[src/rtl/ivf_pkg.sv]
// Shared constants and FSM state type for the IVF stream writer.
package ivf_pkg;
    localparam int          IVF_FILE_HDR_BYTES  = 32;
    localparam int          IVF_FRAME_HDR_BYTES = 12;
    localparam logic [31:0] IVF_SIGNATURE       = 32'h46494B44;
    localparam logic [15:0] IVF_VERSION         = 16'h0000;
    localparam logic [15:0] IVF_HDR_LEN         = 16'h0020;

    typedef enum logic [2:0] {
        ST_IDLE,
        ST_FILE_HDR,
        ST_WAIT_FRM,
        ST_FRM_HDR,
        ST_PAYLOAD,
        ST_DONE
    } ivf_state_e;
endpackage

[src/rtl/ivf_hdr_byte_sel.sv]
// Combinational header byte selector: maps a byte index onto the 32-byte file
// header (static fields) or the 12-byte frame header (latched size and pts).
module ivf_hdr_byte_sel
    import ivf_pkg::*;
#(
    parameter int unsigned FRAME_WIDTH  = 64,
    parameter int unsigned FRAME_HEIGHT = 64,
    parameter logic [31:0] FOURCC       = 32'h32305641,
    parameter int unsigned RATE_NUM     = 30,
    parameter int unsigned RATE_DEN     = 1,
    parameter int unsigned NUM_FRAMES   = 2
) (
    input  logic        frame_hdr,
    input  logic [4:0]  idx,
    input  logic [31:0] size,
    input  logic [63:0] pts,
    output logic [7:0]  hdr_byte
);
    // Byte 0 sits in the least significant byte, so every field lands little-endian.
    localparam logic [255:0] FILE_VEC = {32'h0, 32'(NUM_FRAMES), 32'(RATE_DEN), 32'(RATE_NUM),
                                         16'(FRAME_HEIGHT), 16'(FRAME_WIDTH), FOURCC,
                                         IVF_HDR_LEN, IVF_VERSION, IVF_SIGNATURE};

    logic [127:0] frame_vec;
    logic [7:0]   file_bytes  [IVF_FILE_HDR_BYTES];
    logic [7:0]   frame_bytes [16];

    assign frame_vec = {32'h0, pts, size};

    genvar gi;
    generate
        for (gi = 0; gi < IVF_FILE_HDR_BYTES; gi++) begin : g_file
            assign file_bytes[gi] = FILE_VEC[gi*8 +: 8];
        end
        for (gi = 0; gi < 16; gi++) begin : g_frame
            assign frame_bytes[gi] = frame_vec[gi*8 +: 8];
        end
    endgenerate

    always_comb begin
        hdr_byte = file_bytes[idx];
        if (frame_hdr) begin
            hdr_byte = frame_bytes[idx[3:0]];
        end
    end
endmodule

[src/rtl/ivf_stream_writer.sv]
// IVF muxer: file header, then per frame a 12-byte header and payload, through a
// registered byte output. Define IVF_AUTO_PTS_EN to replace frm_pts with the frame index.
module ivf_stream_writer
    import ivf_pkg::*;
#(
    parameter int unsigned FRAME_WIDTH  = 64,
    parameter int unsigned FRAME_HEIGHT = 64,
    parameter logic [31:0] FOURCC       = 32'h32305641,
    parameter int unsigned RATE_NUM     = 30,
    parameter int unsigned RATE_DEN     = 1,
    parameter int unsigned NUM_FRAMES   = 2
) (
    input  logic        clk,
    input  logic        rst,
    input  logic        start,
    input  logic        frm_valid,
    output logic        frm_ready,
    input  logic [31:0] frm_size,
    input  logic [63:0] frm_pts,
    input  logic        in_valid,
    output logic        in_ready,
    input  logic [7:0]  in_data,
    input  logic        in_last,
    output logic        out_valid,
    input  logic        out_ready,
    output logic [7:0]  out_data,
    output logic        out_eof,
    output logic        busy,
    output logic        done,
    output logic        err_size
);
    localparam int FW = (NUM_FRAMES > 0) ? $clog2(NUM_FRAMES + 1) : 1;

    ivf_state_e     state_reg, state_next;
    logic [31:0]    byte_cnt_reg, byte_cnt_next;
    logic [FW-1:0]  frame_cnt_reg, frame_cnt_next;
    logic [31:0]    size_reg, size_next;
    logic [63:0]    pts_reg, pts_next;
    logic           err_reg, err_next;
    logic           out_valid_reg, out_valid_next;
    logic [7:0]     out_data_reg, out_data_next;
    logic           out_eof_reg, out_eof_next;

    logic           load_en;
    logic           hdr_frame;
    logic [4:0]     hdr_idx;
    logic [7:0]     hdr_byte;
    logic           last_frame;
    logic           last_payload;

    assign load_en      = !out_valid_reg || out_ready;
    assign hdr_frame    = (state_reg == ST_FRM_HDR);
    assign hdr_idx      = (state_reg == ST_FILE_HDR || hdr_frame) ? byte_cnt_reg[4:0] : 5'd0;
    assign last_frame   = (32'(frame_cnt_reg) + 32'd1 == NUM_FRAMES);
    assign last_payload = (byte_cnt_reg == size_reg - 32'd1);

    ivf_hdr_byte_sel #(
        .FRAME_WIDTH (FRAME_WIDTH),
        .FRAME_HEIGHT(FRAME_HEIGHT),
        .FOURCC      (FOURCC),
        .RATE_NUM    (RATE_NUM),
        .RATE_DEN    (RATE_DEN),
        .NUM_FRAMES  (NUM_FRAMES)
    ) u_hdr_sel (
        .frame_hdr(hdr_frame),
        .idx      (hdr_idx),
        .size     (size_reg),
        .pts      (pts_reg),
        .hdr_byte (hdr_byte)
    );

    always_ff @(posedge clk) begin
        if (rst) begin
            state_reg     <= ST_IDLE;
            byte_cnt_reg  <= '0;
            frame_cnt_reg <= '0;
            size_reg      <= '0;
            pts_reg       <= '0;
            err_reg       <= 1'b0;
            out_valid_reg <= 1'b0;
            out_data_reg  <= '0;
            out_eof_reg   <= 1'b0;
        end else begin
            state_reg     <= state_next;
            byte_cnt_reg  <= byte_cnt_next;
            frame_cnt_reg <= frame_cnt_next;
            size_reg      <= size_next;
            pts_reg       <= pts_next;
            err_reg       <= err_next;
            out_valid_reg <= out_valid_next;
            out_data_reg  <= out_data_next;
            out_eof_reg   <= out_eof_next;
        end
    end

    always_comb begin
        state_next     = state_reg;
        byte_cnt_next  = byte_cnt_reg;
        frame_cnt_next = frame_cnt_reg;
        size_next      = size_reg;
        pts_next       = pts_reg;
        err_next       = err_reg;
        out_valid_next = out_valid_reg;
        out_data_next  = out_data_reg;
        out_eof_next   = out_eof_reg;
        // A consumed (or empty) output slot drains unless something is loaded below.
        if (load_en) begin
            out_valid_next = 1'b0;
            out_eof_next   = 1'b0;
        end
        unique case (state_reg)
            ST_IDLE, ST_DONE: begin
                if (start) begin
                    // Byte 0 is issued on the start cycle itself when the slot is free.
                    state_next     = ST_FILE_HDR;
                    frame_cnt_next = '0;
                    byte_cnt_next  = 32'd0;
                    if (load_en) begin
                        out_valid_next = 1'b1;
                        out_data_next  = hdr_byte;
                        byte_cnt_next  = 32'd1;
                    end
                end
            end
            ST_FILE_HDR: begin
                if (load_en) begin
                    out_valid_next = 1'b1;
                    out_data_next  = hdr_byte;
                    byte_cnt_next  = byte_cnt_reg + 32'd1;
                    if (byte_cnt_reg == 32'(IVF_FILE_HDR_BYTES - 1)) begin
                        byte_cnt_next = 32'd0;
                        if (NUM_FRAMES == 0) begin
                            state_next   = ST_DONE;
                            out_eof_next = 1'b1;
                        end else begin
                            state_next = ST_WAIT_FRM;
                        end
                    end
                end
            end
            ST_WAIT_FRM: begin
                if (frm_valid) begin
                    state_next    = ST_FRM_HDR;
                    byte_cnt_next = 32'd0;
                    size_next     = frm_size;
`ifdef IVF_AUTO_PTS_EN
                    pts_next      = 64'(frame_cnt_reg);
`else
                    pts_next      = frm_pts;
`endif
                end
            end
            ST_FRM_HDR: begin
                if (load_en) begin
                    out_valid_next = 1'b1;
                    out_data_next  = hdr_byte;
                    byte_cnt_next  = byte_cnt_reg + 32'd1;
                    if (byte_cnt_reg == 32'(IVF_FRAME_HDR_BYTES - 1)) begin
                        byte_cnt_next = 32'd0;
                        if (size_reg != 32'd0) begin
                            state_next = ST_PAYLOAD;
                        end else begin
                            frame_cnt_next = frame_cnt_reg + FW'(1);
                            state_next     = last_frame ? ST_DONE : ST_WAIT_FRM;
                            out_eof_next   = last_frame;
                        end
                    end
                end
            end
            ST_PAYLOAD: begin
                if (in_valid && load_en) begin
                    out_valid_next = 1'b1;
                    out_data_next  = in_data;
                    byte_cnt_next  = byte_cnt_reg + 32'd1;
                    if (in_last != last_payload) begin
                        err_next = 1'b1;
                    end
                    if (last_payload) begin
                        byte_cnt_next  = 32'd0;
                        frame_cnt_next = frame_cnt_reg + FW'(1);
                        state_next     = last_frame ? ST_DONE : ST_WAIT_FRM;
                        out_eof_next   = last_frame;
                    end
                end
            end
            default: state_next = ST_IDLE;
        endcase
    end

`ifdef IVF_AUTO_PTS_EN
    logic unused_pts;
    assign unused_pts = ^frm_pts;
`endif

    assign frm_ready = (state_reg == ST_WAIT_FRM);
    assign in_ready  = (state_reg == ST_PAYLOAD) && load_en;
    assign out_valid = out_valid_reg;
    assign out_data  = out_data_reg;
    assign out_eof   = out_eof_reg;
    assign busy      = (state_reg != ST_IDLE) && (state_reg != ST_DONE);
    assign done      = (state_reg == ST_DONE);
    assign err_size  = err_reg;
endmodule
[config.mk]
export PLATFORM = sky130hd
export DESIGN_NAME = ivf_stream_writer
export DESIGN_NICKNAME = d
export VERILOG_FILES = /design/src/rtl/ivf_pkg.sv /design/src/rtl/ivf_hdr_byte_sel.sv /design/src/rtl/ivf_stream_writer.sv
export SDC_FILE = /design/constraint.sdc
export NUM_CORES = 1
export LEC_CHECK = 0
export CAP_MARGIN = 20
export CORE_ASPECT_RATIO = 1.1
export CORE_MARGIN = 5
export CORE_UTILIZATION = 60
export CTS_BUF_LIST = sky130_fd_sc_hd__clkbuf_2 sky130_fd_sc_hd__clkbuf_4 sky130_fd_sc_hd__clkbuf_8
export DETAILED_ROUTE_END_ITERATION = 7
export PLACE_DENSITY = 0.95
export SLEW_MARGIN = 20
export SYNTH_ARGS = -nofsm -noshare
export SYNTH_HDL_FRONTEND = slang
export SYNTH_SLANG_ARGS = --single-unit
export TNS_END_PERCENT = 5
[constraint.sdc]
create_clock -name clk -period 5.9 [get_ports clk]
set_clock_uncertainty 0.1 [all_clocks]
set_input_delay 1.18 -clock clk [delete_from_list [all_inputs] [get_ports clk]]
set_output_delay 1.18 -clock clk [all_outputs]
set_load 0.02 [all_outputs]
==> run summary <==
The flow ran to the end, and the final reports show no timing, DRC or antenna violations. The max-cap check violation count is 0. The register with the most flip-flops in the layout has 64 of them. The count of buffers added by post-CTS timing repair for setup came out at 0. The relative contribution of the clock network to total power is 25.3%. The required time reported for the critical path endpoint came out at 6.16 ns. The number of max-slew violations in the final report is 0. Setup repair after global routing left no endpoint under its margin. The growth of design area from synthesis to finish is 20.61%. The largest voltage drop on the vdd net is 0.2364 mV. The post-route netlist has 8.080% of its cells at a drive strength greater than 1. The count of synthesis-stage warnings from yosys came out at 0.

The depth of the CTS H-tree came out at 4. 0 antenna diodes ended up in the layout. The average via count per standard cell came out at 6.275.

The clock period minus worst slack came out at 4.406 ns. Detailed placement ended at an HPWL of 17.46 mm. The total clock buffers created by CTS is 17. The latest clock arrival within the worst-skew pair came out at 0.48 ns.

The clock-pin slew on the worst setup and hold paths is 0.09 ns. The total congestion overflow is 0. At the pin with the least slew margin, the transition time is 0.9864 ns.

After detailed routing, the number of remaining DRC violations is 0. For this run, the leading register cell type out of synthesis is sky130_fd_sc_hd__dfxtp_1. In this run the vertical extent of the chip is 131.9 um.

The effective utilization at floorplan is 61.34%. The total of endpoints with negative setup slack in the final report came out at 0. The clock sink count is 144.

The type of destination of the critical path is a register. The post-layout total power came out at 3606 uW. 126 I/O pins were placed.

The number of standard cells in the layout, taps in and fillers out is 1312. The number of flops mapped to enable cells by yosys is 0. The critical path is of the register to register type. The final period utilization is 74.68%. The reported leakage power came out at 0.003406 uW. The number of nets in the layout came out at 1256. The cell sitting at the root of the clock tree is a sky130_fd_sc_hd__clkbuf_8.

The net count after synthesis is 1181. The biggest fanout along the worst timing path is 15. The cell count after synthesis is 1063. The switching part of the total is 40.23%. The initial antenna violation count came out at 0. The worst slew slack as a fraction of its limit came out at 34.08%. The part of the total power dissipated in combinational logic is 41.3%. The switching power of the nets is 1451 uW. The number of buffers inserted for hold repair after clock tree synthesis came out at 0. The placed instance count came out at 1279.

The tightest min-delay check is of the register to register type. The count of nets left with antenna violations once routing finished came out at 0. The sequential cell fraction of total power came out at 33.4%. The highest clock frequency the design can meet is 227.0 MHz. The cell-internal power is 2155 uW. The routability-driven placement congestion ratio came out at 0.9755. The aggregate negative setup slack is 0 ns. The synthesized area divided by synthesized cell count is 7.625 sq um. The total area inside the core boundary comes to 13210 sq um. The final setup slack of the worst path came out at 1.494 ns. The sum of routed wire length over all layers came out at 24.58 mm. The count of buffers inserted at the top-level ports came out at 125. The number of global-route vias before repair came to 7873. The power per cell area is 368.9 nW/um^2. The first-pass GRT wire length came out at 39.01 mm. The floorplan die area is 15940 sq um.

The data arrival time at the worst-slack endpoint is 4.67 ns. The wire length per cell after detailed routing is 18.73 um. The overall global routing resource usage is 30.36%.

The maximum number of pins on one net before global-route repair came out at 111. The total count of hold-check failures in the final report came to 0. The number of DRC markers in iteration 0 is 1006. The via total after detailed routing is 8233. The floorplan has 44 rows. TritonCTS built the clock tree. The summed instance area of the synthesized netlist is 8105 sq um. The first-pass detailed-route iteration total is 8. The nature of the critical path startpoint is a register. Counting distinct cell types in the post-synthesis netlist gives 71.

The clock passes through at most 2 buffers. Once the clock tree was built, the resizer swapped 0 gates to a different size. For this run, asynchronously set or reset flops after synthesis account for 0%. The die is 120.8 um wide. The number of synthesized register bits is 144. Of the synthesized area, sequential elements account for 35.57%. The worst setup slack after placement is 1.575 ns.
==> power by group through the flow <==
stage	combinational [uW]	clock [uW]	sequential, uW
2_1_floorplan	1100	0	1170
3_3_place_gp	1440	0	1220
3_5_place_dp	1450	0	1220
4_1_cts	1460	905	1200
5_1_grt	1600	954	1220
6_report	1490	912	1210
==> path summary, 6_finish.rpt <==
check               from               end  slack [ns]  depth (start not counted)
max          size_reg[0]  byte_cnt_reg[26]        1.49                         12
min          pts_reg[22]       pts_reg[22]        0.36                          2
max reg2reg  size_reg[0]  byte_cnt_reg[26]        1.49                         12
min reg2reg  pts_reg[22]       pts_reg[22]        0.36                          2
==> synth_stat cells, types with 4 or more instances <==
library cell / count / area (sq um)
sky130_fd_sc_hd__nor4b_1: 5 / 43.79
sky130_fd_sc_hd__ha_1: 7 / 87.58
sky130_fd_sc_hd__o31ai_1: 8 / 60.06
sky130_fd_sc_hd__a22oi_1: 5 / 37.54
sky130_fd_sc_hd__nor2_4: 10 / 112.6
sky130_fd_sc_hd__dfxtp_1: 144 / 2883
sky130_fd_sc_hd__o21ai_0: 20 / 100.1
sky130_fd_sc_hd__nand2_1: 259 / 972.2
sky130_fd_sc_hd__a221oi_1: 5 / 43.79
sky130_fd_sc_hd__mux4_2: 5 / 112.6
sky130_fd_sc_hd__a311oi_1: 6 / 52.55
sky130_fd_sc_hd__a21oi_1: 127 / 635.6
sky130_fd_sc_hd__xor2_1: 32 / 280.3
sky130_fd_sc_hd__and3_1: 7 / 43.79
sky130_fd_sc_hd__nor2b_1: 14 / 87.58
sky130_fd_sc_hd__inv_1: 12 / 45.04
sky130_fd_sc_hd__nand2b_1: 4 / 25.02
sky130_fd_sc_hd__nor3b_1: 4 / 30.03
sky130_fd_sc_hd__a31oi_1: 10 / 62.56
sky130_fd_sc_hd__buf_1: 11 / 41.29
sky130_fd_sc_hd__nand3_1: 22 / 110.1
sky130_fd_sc_hd__nor2_1: 63 / 236.5
sky130_fd_sc_hd__a211oi_1: 11 / 82.58
sky130_fd_sc_hd__nor4_1: 15 / 93.84
sky130_fd_sc_hd__mux2i_1: 7 / 70.07
sky130_fd_sc_hd__o22ai_1: 6 / 37.54
sky130_fd_sc_hd__clkbuf_1: 63 / 236.5
sky130_fd_sc_hd__and2_1: 4 / 25.02
sky130_fd_sc_hd__xnor2_1: 41 / 359.1
sky130_fd_sc_hd__and4_1: 4 / 35.03
sky130_fd_sc_hd__nor3_1: 25 / 125.1
sky130_fd_sc_hd__or4_1: 7 / 52.55
sky130_fd_sc_hd__o211ai_1: 5 / 37.54
sky130_fd_sc_hd__or3_1: 9 / 56.30
sky130_fd_sc_hd__o221ai_1: 4 / 35.03
sky130_fd_sc_hd__nand4_1: 15 / 93.84
sky130_fd_sc_hd__mux2_2: 17 / 191.4
==> per-stage QoR <==
| step | utilization (%) | hold WS (ns) | instance area (sq um) |
|---|---|---|---|
| global placement | 70.33 | 0.3377 | 9293 |
| global route | 73.99 | 0.3707 | 9776 |
| finish | 73.99 | 0.3588 | 9776 |
| CTS | 73.78 | 0.3577 | 9748 |
| floorplan | - | 0.3329 | 8105 |
| detailed placement | 70.33 | 0.3445 | 9293 |
==> cells in the final DEF, fill, tap and decap left out, types with 12 or more instances in the layout <==
cell type	synthesis	layout
sky130_fd_sc_hd__a21oi_1	127	127
sky130_fd_sc_hd__nand4_1	15	15
sky130_fd_sc_hd__xnor2_1	41	41
sky130_fd_sc_hd__nor2b_1	14	14
sky130_fd_sc_hd__inv_1	12	12
sky130_fd_sc_hd__clkbuf_8	0	17
sky130_fd_sc_hd__nand2_1	259	258
sky130_fd_sc_hd__nor4_1	15	15
sky130_fd_sc_hd__nor2_1	63	63
sky130_fd_sc_hd__o21ai_0	20	20
sky130_fd_sc_hd__nand3_1	22	22
sky130_fd_sc_hd__dfxtp_1	144	144
sky130_fd_sc_hd__mux2_2	17	17
sky130_fd_sc_hd__xor2_1	32	32
sky130_fd_sc_hd__clkdlybuf4s50_1	0	124
sky130_fd_sc_hd__nor3_1	25	25
==> area by class of cell <==
type                       instances  area [sq um]
clock buffer                      17         234.0
tap                              161         201.4
clock inverter                    15         221.5
sequential                       144          2883
timing repair buffer             136          1351
inverter                          14         52.55
fill                             946          3437
multi-input combinational        825          4832
==> critical path: stages (launching register included) <==
cell                       delay [ns]
sky130_fd_sc_hd__dfxtp_1         0.37
sky130_fd_sc_hd__inv_1           0.08
sky130_fd_sc_hd__ha_1            0.21
sky130_fd_sc_hd__nor3b_1         0.46
sky130_fd_sc_hd__nand4_1         0.40
sky130_fd_sc_hd__nor4b_1         0.49
sky130_fd_sc_hd__nand4_1         0.14
sky130_fd_sc_hd__a211oi_1        0.35
sky130_fd_sc_hd__nand4_2         0.27
sky130_fd_sc_hd__a21boi_4        0.35
sky130_fd_sc_hd__a21o_1          0.61
sky130_fd_sc_hd__buf_4           0.37
sky130_fd_sc_hd__nor2_1          0.09
==> cell families after synthesis <==
| group | after synthesis | share of synthesized area [%] |
|---|---|---|
| AO/OA/AOI/OAI | 234 | 17.85 |
| XOR/XNOR | 73 | 7.888 |
| adder cells (fa/ha/maj) | 7 | 1.081 |
| buffers and inverters | 94 | 4.863 |
| flip-flops | 144 | 35.57 |
| multiplexers | 29 | 4.616 |
| AND/OR/NAND/NOR | 482 | 28.14 |
==> layer usage <==
metal	track usage [%]	share of wire [%]
met1	37.34	39
met2	50.91	48
met3	6.652	8.7
met4	13.10	4.2
met5	0	0
(Power assumes the default switching activity.)
